$ cat config.mk
export PLATFORM = sky130hd
export DESIGN_NAME = buzzer_sequencer_flat
export DESIGN_NICKNAME = d
export VERILOG_FILES = /design/src/rtl/buzzer_pkg.sv /design/src/rtl/buzzer_sequencer_if.sv /design/src/rtl/buzzer_tone_gen.sv /design/src/rtl/buzzer_sequencer.sv /design/src/flat_wrapper.sv
export SDC_FILE = /design/constraint.sdc
export NUM_CORES = 1
export LEC_CHECK = 0
export ABC_AREA = 1
export BUFFER_PORTS_ARGS = -buffer_cell sky130_fd_sc_hd__buf_2
export CORE_UTILIZATION = 40
export DETAILED_ROUTE_END_ITERATION = 12
export SLEW_MARGIN = 20
export SYNTH_ARGS = -nofsm -noshare
export SYNTH_HDL_FRONTEND = slang
export SYNTH_SLANG_ARGS = --single-unit
$ cat constraint.sdc
create_clock -name i_clk -period 4.8 [get_ports i_clk]
set_input_delay 0 -clock i_clk [delete_from_list [all_inputs] [get_ports i_clk]]
set_output_delay 0 -clock i_clk [all_outputs]
set_load 0.005 [all_outputs]
$ cat src/rtl/buzzer_pkg.sv
// Shared definitions for the buzzer sequencer: note codes, half-period
// constants, melody ROM, FSM state encoding and small helper functions.
package buzzer_pkg;

  typedef logic [2:0] note_t;

  localparam note_t NOTE_REST = 3'd0;
  localparam note_t NOTE_DO   = 3'd1;
  localparam note_t NOTE_RE   = 3'd2;
  localparam note_t NOTE_MI   = 3'd3;
  localparam note_t NOTE_FA   = 3'd4;
  localparam note_t NOTE_SOL  = 3'd5;
  localparam note_t NOTE_LA   = 3'd6;
  localparam note_t NOTE_SI   = 3'd7;

  // Half-period of each note in 50 MHz clock cycles.
  localparam logic [15:0] HALF_DO  = 16'd47778;
  localparam logic [15:0] HALF_RE  = 16'd42565;
  localparam logic [15:0] HALF_MI  = 16'd37921;
  localparam logic [15:0] HALF_FA  = 16'd35793;
  localparam logic [15:0] HALF_SOL = 16'd31888;
  localparam logic [15:0] HALF_LA  = 16'd28409;
  localparam logic [15:0] HALF_SI  = 16'd25310;

  typedef enum logic [1:0] {
    ST_IDLE = 2'd0,
    ST_PLAY = 2'd1,
    ST_GAP  = 2'd2
  } state_t;

  // Unshifted half-period for a note code; a rest has no period.
  function automatic logic [15:0] half_of(input note_t code);
    case (code)
      NOTE_DO:  return HALF_DO;
      NOTE_RE:  return HALF_RE;
      NOTE_MI:  return HALF_MI;
      NOTE_FA:  return HALF_FA;
      NOTE_SOL: return HALF_SOL;
      NOTE_LA:  return HALF_LA;
      NOTE_SI:  return HALF_SI;
      default:  return 16'd0;
    endcase
  endfunction

  // Melody ROM: note code for melody id at note position idx.
  function automatic note_t melody_note(input logic [1:0] id, input logic [1:0] idx);
    case ({id, idx})
      4'b00_00: return NOTE_SOL;
      4'b00_01: return NOTE_MI;
      4'b00_10: return NOTE_SOL;
      4'b00_11: return NOTE_MI;
      4'b01_00: return NOTE_DO;
      4'b01_01: return NOTE_MI;
      4'b01_10: return NOTE_SOL;
      4'b01_11: return NOTE_REST;
      4'b10_00: return NOTE_MI;
      4'b10_01: return NOTE_REST;
      4'b10_10: return NOTE_REST;
      4'b10_11: return NOTE_REST;
      4'b11_00: return NOTE_SOL;
      4'b11_01: return NOTE_MI;
      4'b11_10: return NOTE_DO;
      4'b11_11: return NOTE_REST;
      default:  return NOTE_REST;
    endcase
  endfunction

  // Fixed-priority pick: index of the lowest set request bit.
  function automatic logic [1:0] first_set(input logic [3:0] v);
    if (v[0]) begin
      return 2'd0;
    end else if (v[1]) begin
      return 2'd1;
    end else if (v[2]) begin
      return 2'd2;
    end else if (v[3]) begin
      return 2'd3;
    end else begin
      return 2'd0;
    end
  endfunction

endpackage

$ cat src/rtl/buzzer_sequencer_if.sv
// Request/status bundle between the sound requesters and the sequencer.
interface buzzer_sequencer_if;
  logic [3:0] req;
  logic       stop;
  logic       buzzer;
  logic       busy;
  logic [1:0] active_id;
  logic       done;

  modport master (
    output req,
    output stop,
    input  buzzer,
    input  busy,
    input  active_id,
    input  done
  );

  modport slave (
    input  req,
    input  stop,
    output buzzer,
    output busy,
    output active_id,
    output done
  );
endinterface

$ cat src/rtl/buzzer_tone_gen.sv
// Square-wave generator: toggles its output every half-period of the current
// note. Load (held or pulsed) parks the counter at 0 with the output low.
module buzzer_tone_gen
  import buzzer_pkg::*;
#(
  parameter int unsigned DIV_SHIFT = 0
) (
  input  logic  i_clk,
  input  logic  i_rst,
  input  logic  i_load,
  input  note_t i_code,
  output logic  o_wave
);

  logic [15:0] r_cnt;
  logic        r_wave;
  logic [15:0] w_half;
  logic [15:0] w_half_m1;

  assign w_half    = half_of(i_code) >> DIV_SHIFT;
  assign w_half_m1 = w_half - 16'd1;
  assign o_wave    = r_wave;

  // Half-period counter and output toggle; rests keep the output low.
  always_ff @(posedge i_clk) begin
    if (i_rst) begin
      r_cnt  <= 16'd0;
      r_wave <= 1'b0;
    end else if (i_load) begin
      r_cnt  <= 16'd0;
      r_wave <= 1'b0;
    end else if (i_code == NOTE_REST) begin
      r_cnt  <= 16'd0;
      r_wave <= 1'b0;
    end else if (r_cnt == w_half_m1) begin
      r_cnt  <= 16'd0;
      r_wave <= ~r_wave;
    end else begin
      r_cnt  <= r_cnt + 16'd1;
      r_wave <= r_wave;
    end
  end

endmodule

$ cat src/rtl/buzzer_sequencer.sv
// Buzzer sequencer: latches sound requests, grants the lowest pending id
// when idle, and plays its 4-note melody (note, gap, note, gap, ...).
module buzzer_sequencer
  import buzzer_pkg::*;
#(
  parameter int unsigned NOTE_CYC  = 10_000_000,
  parameter int unsigned GAP_CYC   = 1_000_000,
  parameter int unsigned DIV_SHIFT = 0
) (
  input  logic                i_clk,
  input  logic                i_rst,
  buzzer_sequencer_if.slave   io_bus
);

  localparam logic [23:0] NOTE_LOAD = 24'(NOTE_CYC - 32'd1);
  localparam logic [23:0] GAP_LOAD  = 24'(GAP_CYC - 32'd1);

  state_t      r_state;
  logic [3:0]  r_pending;
  logic [1:0]  r_note;
  logic [23:0] r_dur;
  logic [1:0]  r_id;
  logic        r_busy;
  logic        r_done;

  logic [1:0]  w_grant_id;
  logic [3:0]  w_clear;
  logic        w_load;
  note_t       w_code;
  logic        w_wave;

  assign w_grant_id = first_set(r_pending);

  // Pending bits consumed by a grant this cycle (only possible in IDLE).
  always_comb begin
    w_clear = 4'b0000;
    if ((r_state == ST_IDLE) && (r_pending != 4'b0000)) begin
      w_clear = 4'b0001 << w_grant_id;
    end else begin
      w_clear = 4'b0000;
    end
  end

  // Tone is restarted on every PLAY entry and silenced outside PLAY.
  assign w_load = (r_state != ST_PLAY) | (r_dur == 24'd0) | io_bus.stop;
  assign w_code = melody_note(r_id, r_note);

  // Arbiter, pending register, duration counter and sequencing FSM.
  always_ff @(posedge i_clk) begin
    if (i_rst) begin
      r_state   <= ST_IDLE;
      r_pending <= 4'b0000;
      r_note    <= 2'd0;
      r_dur     <= 24'd0;
      r_id      <= 2'd0;
      r_busy    <= 1'b0;
      r_done    <= 1'b0;
    end else if (io_bus.stop) begin
      r_state   <= ST_IDLE;
      r_pending <= 4'b0000;
      r_note    <= 2'd0;
      r_dur     <= 24'd0;
      r_id      <= 2'd0;
      r_busy    <= 1'b0;
      r_done    <= 1'b0;
    end else begin
      r_pending <= (r_pending & ~w_clear) | io_bus.req;
      r_done    <= 1'b0;
      case (r_state)
        ST_IDLE: begin
          if (r_pending != 4'b0000) begin
            r_state <= ST_PLAY;
            r_note  <= 2'd0;
            r_dur   <= NOTE_LOAD;
            r_id    <= w_grant_id;
            r_busy  <= 1'b1;
          end else begin
            r_state <= ST_IDLE;
          end
        end
        ST_PLAY: begin
          if (r_dur == 24'd0) begin
            r_state <= ST_GAP;
            r_dur   <= GAP_LOAD;
          end else begin
            r_dur   <= r_dur - 24'd1;
          end
        end
        ST_GAP: begin
          if (r_dur == 24'd0) begin
            if (r_note == 2'd3) begin
              r_state <= ST_IDLE;
              r_note  <= 2'd0;
              r_done  <= 1'b1;
              r_busy  <= 1'b0;
              r_id    <= 2'd0;
            end else begin
              r_state <= ST_PLAY;
              r_note  <= r_note + 2'd1;
              r_dur   <= NOTE_LOAD;
            end
          end else begin
            r_dur <= r_dur - 24'd1;
          end
        end
        default: begin
          r_state <= ST_IDLE;
          r_note  <= 2'd0;
          r_dur   <= 24'd0;
          r_id    <= 2'd0;
          r_busy  <= 1'b0;
        end
      endcase
    end
  end

  buzzer_tone_gen #(
    .DIV_SHIFT (DIV_SHIFT)
  ) u_tone (
    .i_clk  (i_clk),
    .i_rst  (i_rst),
    .i_load (w_load),
    .i_code (w_code),
    .o_wave (w_wave)
  );

  assign io_bus.buzzer    = w_wave;
  assign io_bus.busy      = r_busy;
  assign io_bus.active_id = r_id;
  assign io_bus.done      = r_done;

endmodule

$ cat src/flat_wrapper.sv
// flat-port wrapper written by rule: the top's interface ports become plain ports
module buzzer_sequencer_flat import buzzer_pkg::*;
#(
  parameter int unsigned NOTE_CYC  = 10_000_000,
  parameter int unsigned GAP_CYC   = 1_000_000,
  parameter int unsigned DIV_SHIFT = 0
)
  (i_clk, i_rst, io_bus_req, io_bus_stop, io_bus_buzzer, io_bus_busy, io_bus_active_id, io_bus_done);
  buzzer_sequencer_if io_bus_i ();
  input  logic i_clk;
  input  logic i_rst;
  input wire logic [$bits(io_bus_i.req)-1:0] io_bus_req;
  input wire logic [$bits(io_bus_i.stop)-1:0] io_bus_stop;
  output wire logic [$bits(io_bus_i.buzzer)-1:0] io_bus_buzzer;
  output wire logic [$bits(io_bus_i.busy)-1:0] io_bus_busy;
  output wire logic [$bits(io_bus_i.active_id)-1:0] io_bus_active_id;
  output wire logic [$bits(io_bus_i.done)-1:0] io_bus_done;
  assign io_bus_i.req = io_bus_req;
  assign io_bus_i.stop = io_bus_stop;
  assign io_bus_buzzer = io_bus_i.buzzer;
  assign io_bus_busy = io_bus_i.busy;
  assign io_bus_active_id = io_bus_i.active_id;
  assign io_bus_done = io_bus_i.done;
  buzzer_sequencer #(.NOTE_CYC(NOTE_CYC), .GAP_CYC(GAP_CYC), .DIV_SHIFT(DIV_SHIFT)) u_core (.i_clk(i_clk), .i_rst(i_rst), .io_bus(io_bus_i));
endmodule
### Yosys cells after proc, flatten, opt, wreduce, memory -nomap -nowiden

Memories as Yosys holds them, arrays and structs flattened.
Cells that the tools add are included.

| operators by class | value |
|---|---|
| divide/modulo/power cells | 0 |
| multipliers | 0 |
| bitwise logic cells | 9 |
| mux-type cells | 29 |
| equal/unequal tests | 17 |
| shift-type cells | 1 |
| reductions and logical operators | 13 |
| add/sub/neg operators | 4 |
| magnitude comparators | 0 |

Operators with widths:

| kind | count |
|---|---|
| case mux 16 bit (7 select lines) | 1 |
| two-way mux 24 bit | 4 |
| case mux 24 bit (3 select lines) | 1 |
| logical NOT 24 bit | 1 |
| two-way mux 2 bit | 12 |
| subtractor 24 x 1 -> 24 bit (second input constant) | 1 |
| case mux 2 bit (3 select lines) | 3 |
| adder 16 x 1 -> 16 bit (second input constant) | 1 |
| equality test 16 bit | 1 |
| subtractor 16 x 1 -> 16 bit (second input constant) | 1 |
| equality test 3 bit (second input constant) | 4 |
| inequality test 2 x 1 -> 1 bit (second input constant) | 4 |
| OR reduction 4 bit | 2 |
| equality test 3 x 2 -> 1 bit (second input constant) | 2 |
| two-way mux 1 bit | 6 |
| bitwise AND 4 bit | 1 |
| equality test 2 bit (second input constant) | 2 |
| two-way mux 4 bit | 1 |
| inverter 1 bit | 4 |
| inverter 4 bit | 1 |
| bitwise OR 4 bit | 1 |
| AND reduction 2 bit | 2 |
| AND reduction 4 bit | 1 |
| nonzero test 4 bit | 1 |
| other kinds (14) | 15 |

| storage, ports and cells | value |
|---|---|
| memory bits (writable) | 0 |
| output and inout port bits | 5 |
| memories | 1 |
| latch bits | 0 |
| register bits after elaboration | 53 |
| bits in read-only memories | 48 |

Memories:

| memory | words | bits a word | rd ports | clocked after memory_dff | write ports | RTL line | RTL |
|---|---|---|---|---|---|---|---|
| (name not given) | 16 | 3 | 1 | 0 | 0 | buzzer_pkg.sv:47 | `case ({id, idx})` |

### Longest topological paths before layout

| logic depth | value |
|---|---|
| word-level depth | 9 |
| gate-level depth with buffers | 21 |
| depth with buffers taken out | 20 |

### Cells and area by module

Synthesis repeated with hierarchy kept, for this count alone.

| unflattened totals | value |
|---|---|
| cells, all modules | 587 |
| area total of the unflattened synthesis | 3674.8 sq um |

By module, submodules not included:

| module | instances | area an instance (sq um) | cells each | sequential area each (sq um) |
|---|---|---|---|---|
| buzzer_sequencer | 1 | 2275.9 | 361 | 720.7 |
| buzzer_tone_gen | 1 | 1398.8 | 226 | 340.3 |

### Worst setup path after synthesis

Ideal clock, no wire load.

| timing path | value |
|---|---|
| path kind | reg-to-reg |
| start point | register u_core.r_note[0] |
| end point | register u_core.u_tone.r_cnt[0] |
| setup slack | 2254 ps |
| library setup time | 116 ps |
| data arrival time | 2430 ps |
| cell stages (with the launch flop) | 21 |
| clock period less this slack | 2546 ps |
| cells stage by stage | dfxtp_1 inv_1 ha_1 inv_1 nand2_1 nand3_2 nand3_1 nand2_2 inv_1 ha_1 xor2_1 nand2_1 inv_1 nand3_1 nor2_1 nand3_1 nor2_2 nand2_2 nand2_4 buf_8 nor2_2 |

| between the ends | value |
|---|---|
| word-level cells in the longest chain between the ends | 6 |
| elaborated cells on any way between the ends | 13 |
| classes of those cells | add/sub: 1; eq/ne: 8; mux: 1; reduce/logical: 2; memory: 1 |

Ends and longest elaborated chain:

| item | RTL line | RTL |
|---|---|---|
| start, declared | buzzer_sequencer.sv:20 | `logic [1:0] r_note;` |
| start signal, assigned | buzzer_sequencer.sv:99 | `r_note <= r_note + 2'd1;` |
| memory read (16 x 3 bit) * | -- |  |
| equality test 3 bit, or another cell as far along | buzzer_pkg.sv:33 | `case (code)` |
| case mux 16 bit (7 select lines) | buzzer_pkg.sv:33 |  |
| subtractor 16 x 1 -> 16 bit | buzzer_tone_gen.sv:21 | `assign w_half_m1 = w_half - 16'd1;` |
| equality test 16 bit | buzzer_tone_gen.sv:35 | `end else if (r_cnt == w_half_m1) begin` |
| OR reduction 4 bit (no source line) * | -- |  |
| end signal, assigned | buzzer_tone_gen.sv:39 | `r_cnt <= r_cnt + 16'd1;` |
| end, declared | buzzer_tone_gen.sv:15 | `logic [15:0] r_cnt;` |

Mark *: on every way between the ends. The rest lies on a longest branch, timed or not.
A chain may end at the register's enable or synchronous reset.

### Final worst setup path

| timing path | value |
|---|---|
| start point | register u_core.r_note[0] |
| end point | register u_core.u_tone.r_cnt[4] |

The elaborated chain is that of the path after synthesis.

==> results.env <==
CRITICAL-PATH-SLOWEST-CELL='sky130_fd_sc_hd__dfxtp_1'
FINALSETUPVIOLCOUNT=0
LEAKAGEPOWER_uW=0.00161
SYNTH_WARN=0
TOP_CELL_TYPE_S_SHARE_OF_SYNTHESIZED_AREA_PCT=31.3
REQUIRED_PS=4980
WORST_IR_DROP_VDD_V=0.000131
SETUP_REPAIR_AFTER_GLOBAL_ROUTING_MISSED_ITS_MARGIN='false'
PORTBUFS=11
NUM-NETS-FINAL=543
NUM_IO_PINS=12
SYN_AREA_MM2=0.00339
PERIOD_NEEDED_PS=2890
FINALHOLDVIOLATIONS=0
POST_SYNTH_INST_COUNT=508
WORST_PATH_LARGEST_CELL_DELAY_PS=460
MAXSLEWVIOLCOUNT=0
POST_CTS_HOLD_BUFFER_COUNT=4
CTSRESIZECOUNT=0
SYNTHMOSTINSTANTIATEDCELL='sky130_fd_sc_hd__nand2_1'
CP.BUFFERS_INVERTERS=4
GR-TOTAL-OVERFLOW=0
WIRE_LENGTH_OF_THE_FIRST_GLOBAL_ROUTING_PASS_UM=13400
CLOCK_PATH_BUFFERS=2
WIRELENGTH_UM=7730
H-TREE-DEPTH=2
FIN_CRIT_SH_PCT=60.2
DRIVE_GT1_SHARE_PCT=11.8
YS_DOMINANT_REG_CELL='sky130_fd_sc_hd__dfxtp_1'
PLACED_CELLS=620
GRT_PASS1_VIAS=3089
POWER.DENSITY_mW_PER_MM2=297
SYN-NUM-NETS=525
WORSTMARGINPINSLEW_PS=595
PLACE_AREA_MM2=0.00355
POST_SYNTH_NUM_CELL_TYPES=36
RUN_STATUS='completed'
SYNTH_AREA_LEADERS='sky130_fd_sc_hd__dfxtp_1 31%, sky130_fd_sc_hd__nand2_1 14%, sky130_fd_sc_hd__inv_1 6.8%'
POSTLAYOUTCELLAREA_MM2=0.00370
DR_TOTAL_VIAS=3178
SYNTH_ENABLE_FLOP_CELLS=0
STARTING_DENSITY_PCT=41.2
ANTENNA_CELLS_INSERTED=0
CRITICAL_PATH_S_MOST_FREQUENT_CELL='sky130_fd_sc_hd__inv_1'
CTS_ROOT_BUF='sky130_fd_sc_hd__clkbuf_8'
AREA.GROWTH.SYNTH_TO_FINAL_PCT=9.16
HOLD_PATH.CLASS='primary input to flip-flop'
GPL.FINAL_WEIGHTED_CONGESTION=0.898
R2R_SETUP_SLACK_PS=1910
CLKSINKCOUNT=53
WORST_SLEW_MARGIN_REL_PCT=60.0
SYNTH_TOP_CELLS_BY_COUNT='126 x sky130_fd_sc_hd__nand2_1, 61 x sky130_fd_sc_hd__inv_1, 53 x sky130_fd_sc_hd__dfxtp_1, 53 x sky130_fd_sc_hd__nor2_1, 38 x sky130_fd_sc_hd__nand3_1'
MAX_CAP_VIOLATIONS=0
CORE_REGION_AREA_MM2=0.00822
CHIPHEIGHT_UM=94.0
POST-DP-HPWL_UM=5850
INSERTION_DELAY_OF_THE_LATER_CLOCKED_PIN_IN_THE_WORST_SKEW_PAIR_PS=310
AVERAGE_WIRE_LENGTH_PER_CELL_AFTER_DETAIL_ROUTING_UM=12.2
DETAIL_ROUTE.ITER0.VIOLATIONS=118
SHARE_OF_SYNTHESIZED_REGISTERS_CARRYING_AN_ASYNC_SET_OR_RESET_PCT=0
GRT_MAX_DEGREE=29
TIMING.CLOCK.SKEW_PS=22.0
DETAIL_ROUTE.DRC_VIOLATIONS=0
POST_CTS_BUFFERS=0
CP_MAX_FO=16
FINISH.CELL_COUNT_WITHOUT_FILLERS=632
CRITPATHARRIVALTIME_PS=3070
DIE-WIDTH_UM=94.0
CPLARGESTDELAYFAMILY='simple AND/OR/NAND/NOR gates'
SYNTH_SEQ_AREA_SHARE_PCT=31.3
FINAL_ANTENNA_NET_COUNT=0
CP_CELL_SEQUENCE='inv_1, ha_1, inv_1, nand2_1, nand3_2, nand3_1, nand2_2, inv_1, ha_1, xor2_1, nand2_1, inv_1, nand3_1, nor2_1, nand3_1, nor2_2, nand2_2, nand2_4, a21oi_1'
SYNTHESIS.AREA_PER_INSTANCE_UM2=6.67
DETAILEDROUTE.FIRSTPASSITERATIONCOUNT=4
DIE_AREA_MM2=0.00884
FINAL.SETUP.TNS_PS=0
NUMCTSBUFFERS=5
WORST_SETUP_HOLD_PATH_CLK_SLEW_PS=100
P_TOTAL_uW=1100
MAX_CLOCK_FREQ_MHz=346
TRITONCTS='yes'
WORSTSETUPSTARTPOINTTYPE='flip-flop'
SYNTH_TOP_CELL_BY_AREA='sky130_fd_sc_hd__dfxtp_1'
ANTENNA_FOUND_INITIAL=0
PLACEMENTROWS=33
SYNTH.FF_LATCH_COUNT=53
AVGVIACOUNTPERCELL=5.03
GLOBAL_ROUTE.USAGE.TOTAL_PCT=19.0
ENDPOINT_KIND='flip-flop'
TIMING.SETUP.CRITICAL_PATH_CLASS='flip-flop to flip-flop'
## worst register-to-register path, cell delays in order, from the launching register on
cell and delay, ps:
sky130_fd_sc_hd__dfxtp_1 460, sky130_fd_sc_hd__inv_1 150, sky130_fd_sc_hd__ha_1 230, sky130_fd_sc_hd__inv_1 100
sky130_fd_sc_hd__nand2_1 70, sky130_fd_sc_hd__nand3_2 120, sky130_fd_sc_hd__nand3_1 170, sky130_fd_sc_hd__nand2_2 130
sky130_fd_sc_hd__inv_1 50, sky130_fd_sc_hd__ha_1 300, sky130_fd_sc_hd__xor2_1 130, sky130_fd_sc_hd__nand2_1 60
sky130_fd_sc_hd__inv_1 50, sky130_fd_sc_hd__nand3_1 60, sky130_fd_sc_hd__nor2_1 80, sky130_fd_sc_hd__nand3_1 90
sky130_fd_sc_hd__nor2_2 140, sky130_fd_sc_hd__nand2_2 90, sky130_fd_sc_hd__nand2_4 200, sky130_fd_sc_hd__a21oi_1 70
## path summary, 6_finish.rpt
path / to / start / cells after the start
max: u_core.u_tone.r_cnt[4] / u_core.r_note[0] / 19
max reg2reg: u_core.u_tone.r_cnt[4] / u_core.r_note[0] / 19
min reg2reg: u_core.io_bus.busy / u_core.io_bus.busy / 2
min: u_core.io_bus.busy / i_rst / 4
## flip-flops by register name, indices dropped and copies added (netlist names)
| register | cells |
|---|---|
| u_core.u_tone.r_cnt | 16 |
| u_core.r_note | 2 |
| u_core.r_dur | 24 |
| u_core.u_tone.o_wave | 1 |
| u_core.r_state | 2 |
| u_core.io_bus.busy | 1 |
| u_core.io_bus.active_id | 2 |
| u_core.r_pending | 4 |
| u_core.io_bus.done | 1 |
## where the power goes
group | internal [uW] | leakage [uW] | switching [uW]
registers | 457 | 0.000430 | 16.9
clock network | 157 | 0.0000554 | 151
logic | 108 | 0.00113 | 207
## cell type report
cell class / count / area [um^2]
fill: 861 / 4520
multi-input combinational: 386 / 2050
sequential: 53 / 1060
inverter: 64 / 240
tap: 105 / 131
timing repair buffer: 16 / 103
clock buffer: 6 / 72.6
clock inverter: 2 / 38.8
## metrics by stage
step | setup slack (ps) | utilization, % | hold WS (ps)
2_1_floorplan | 2250 | - | 117
3_3_place_gp | 2020 | 43.2 | 207
3_5_place_dp | 1920 | 43.2 | 213
4_1_cts | 1890 | 45.0 | 60.9
5_1_grt | 1610 | 45.0 | 108
6_report | 1910 | 45.0 | 83.0
## per-layer routing
layer | GRT usage, % | share of wire, %
met5 | 0 | 0
met4 | 8.21 | 1.7
met3 | 2.18 | 3.6
met2 | 32.4 | 47
met1 | 23.9 | 48
## placed cells by master, fill, tap and decap left out, drive strengths merged, types with 12 or more instances in the layout
cell type,instances
nor2,71
nor3,16
buf,12
a21oi,36
dfxtp,53
xor2,26
nand2,140
inv,64
o21ai,18
nand3,42
## cells by family (layout without fill, tap and decap cells)
kind of cell | count (synthesis) | after routing | share of synthesized area [%]
compound gates | 61 | 61 | 9.53
xor+xnor | 31 | 31 | 8.02
flops | 53 | 53 | 31.3
simple gates | 284 | 284 | 39.3
buf+inv | 69 | 88 | 8.13
fa+ha+maj | 10 | 10 | 3.69
Power figures use the tool's default switching activity.
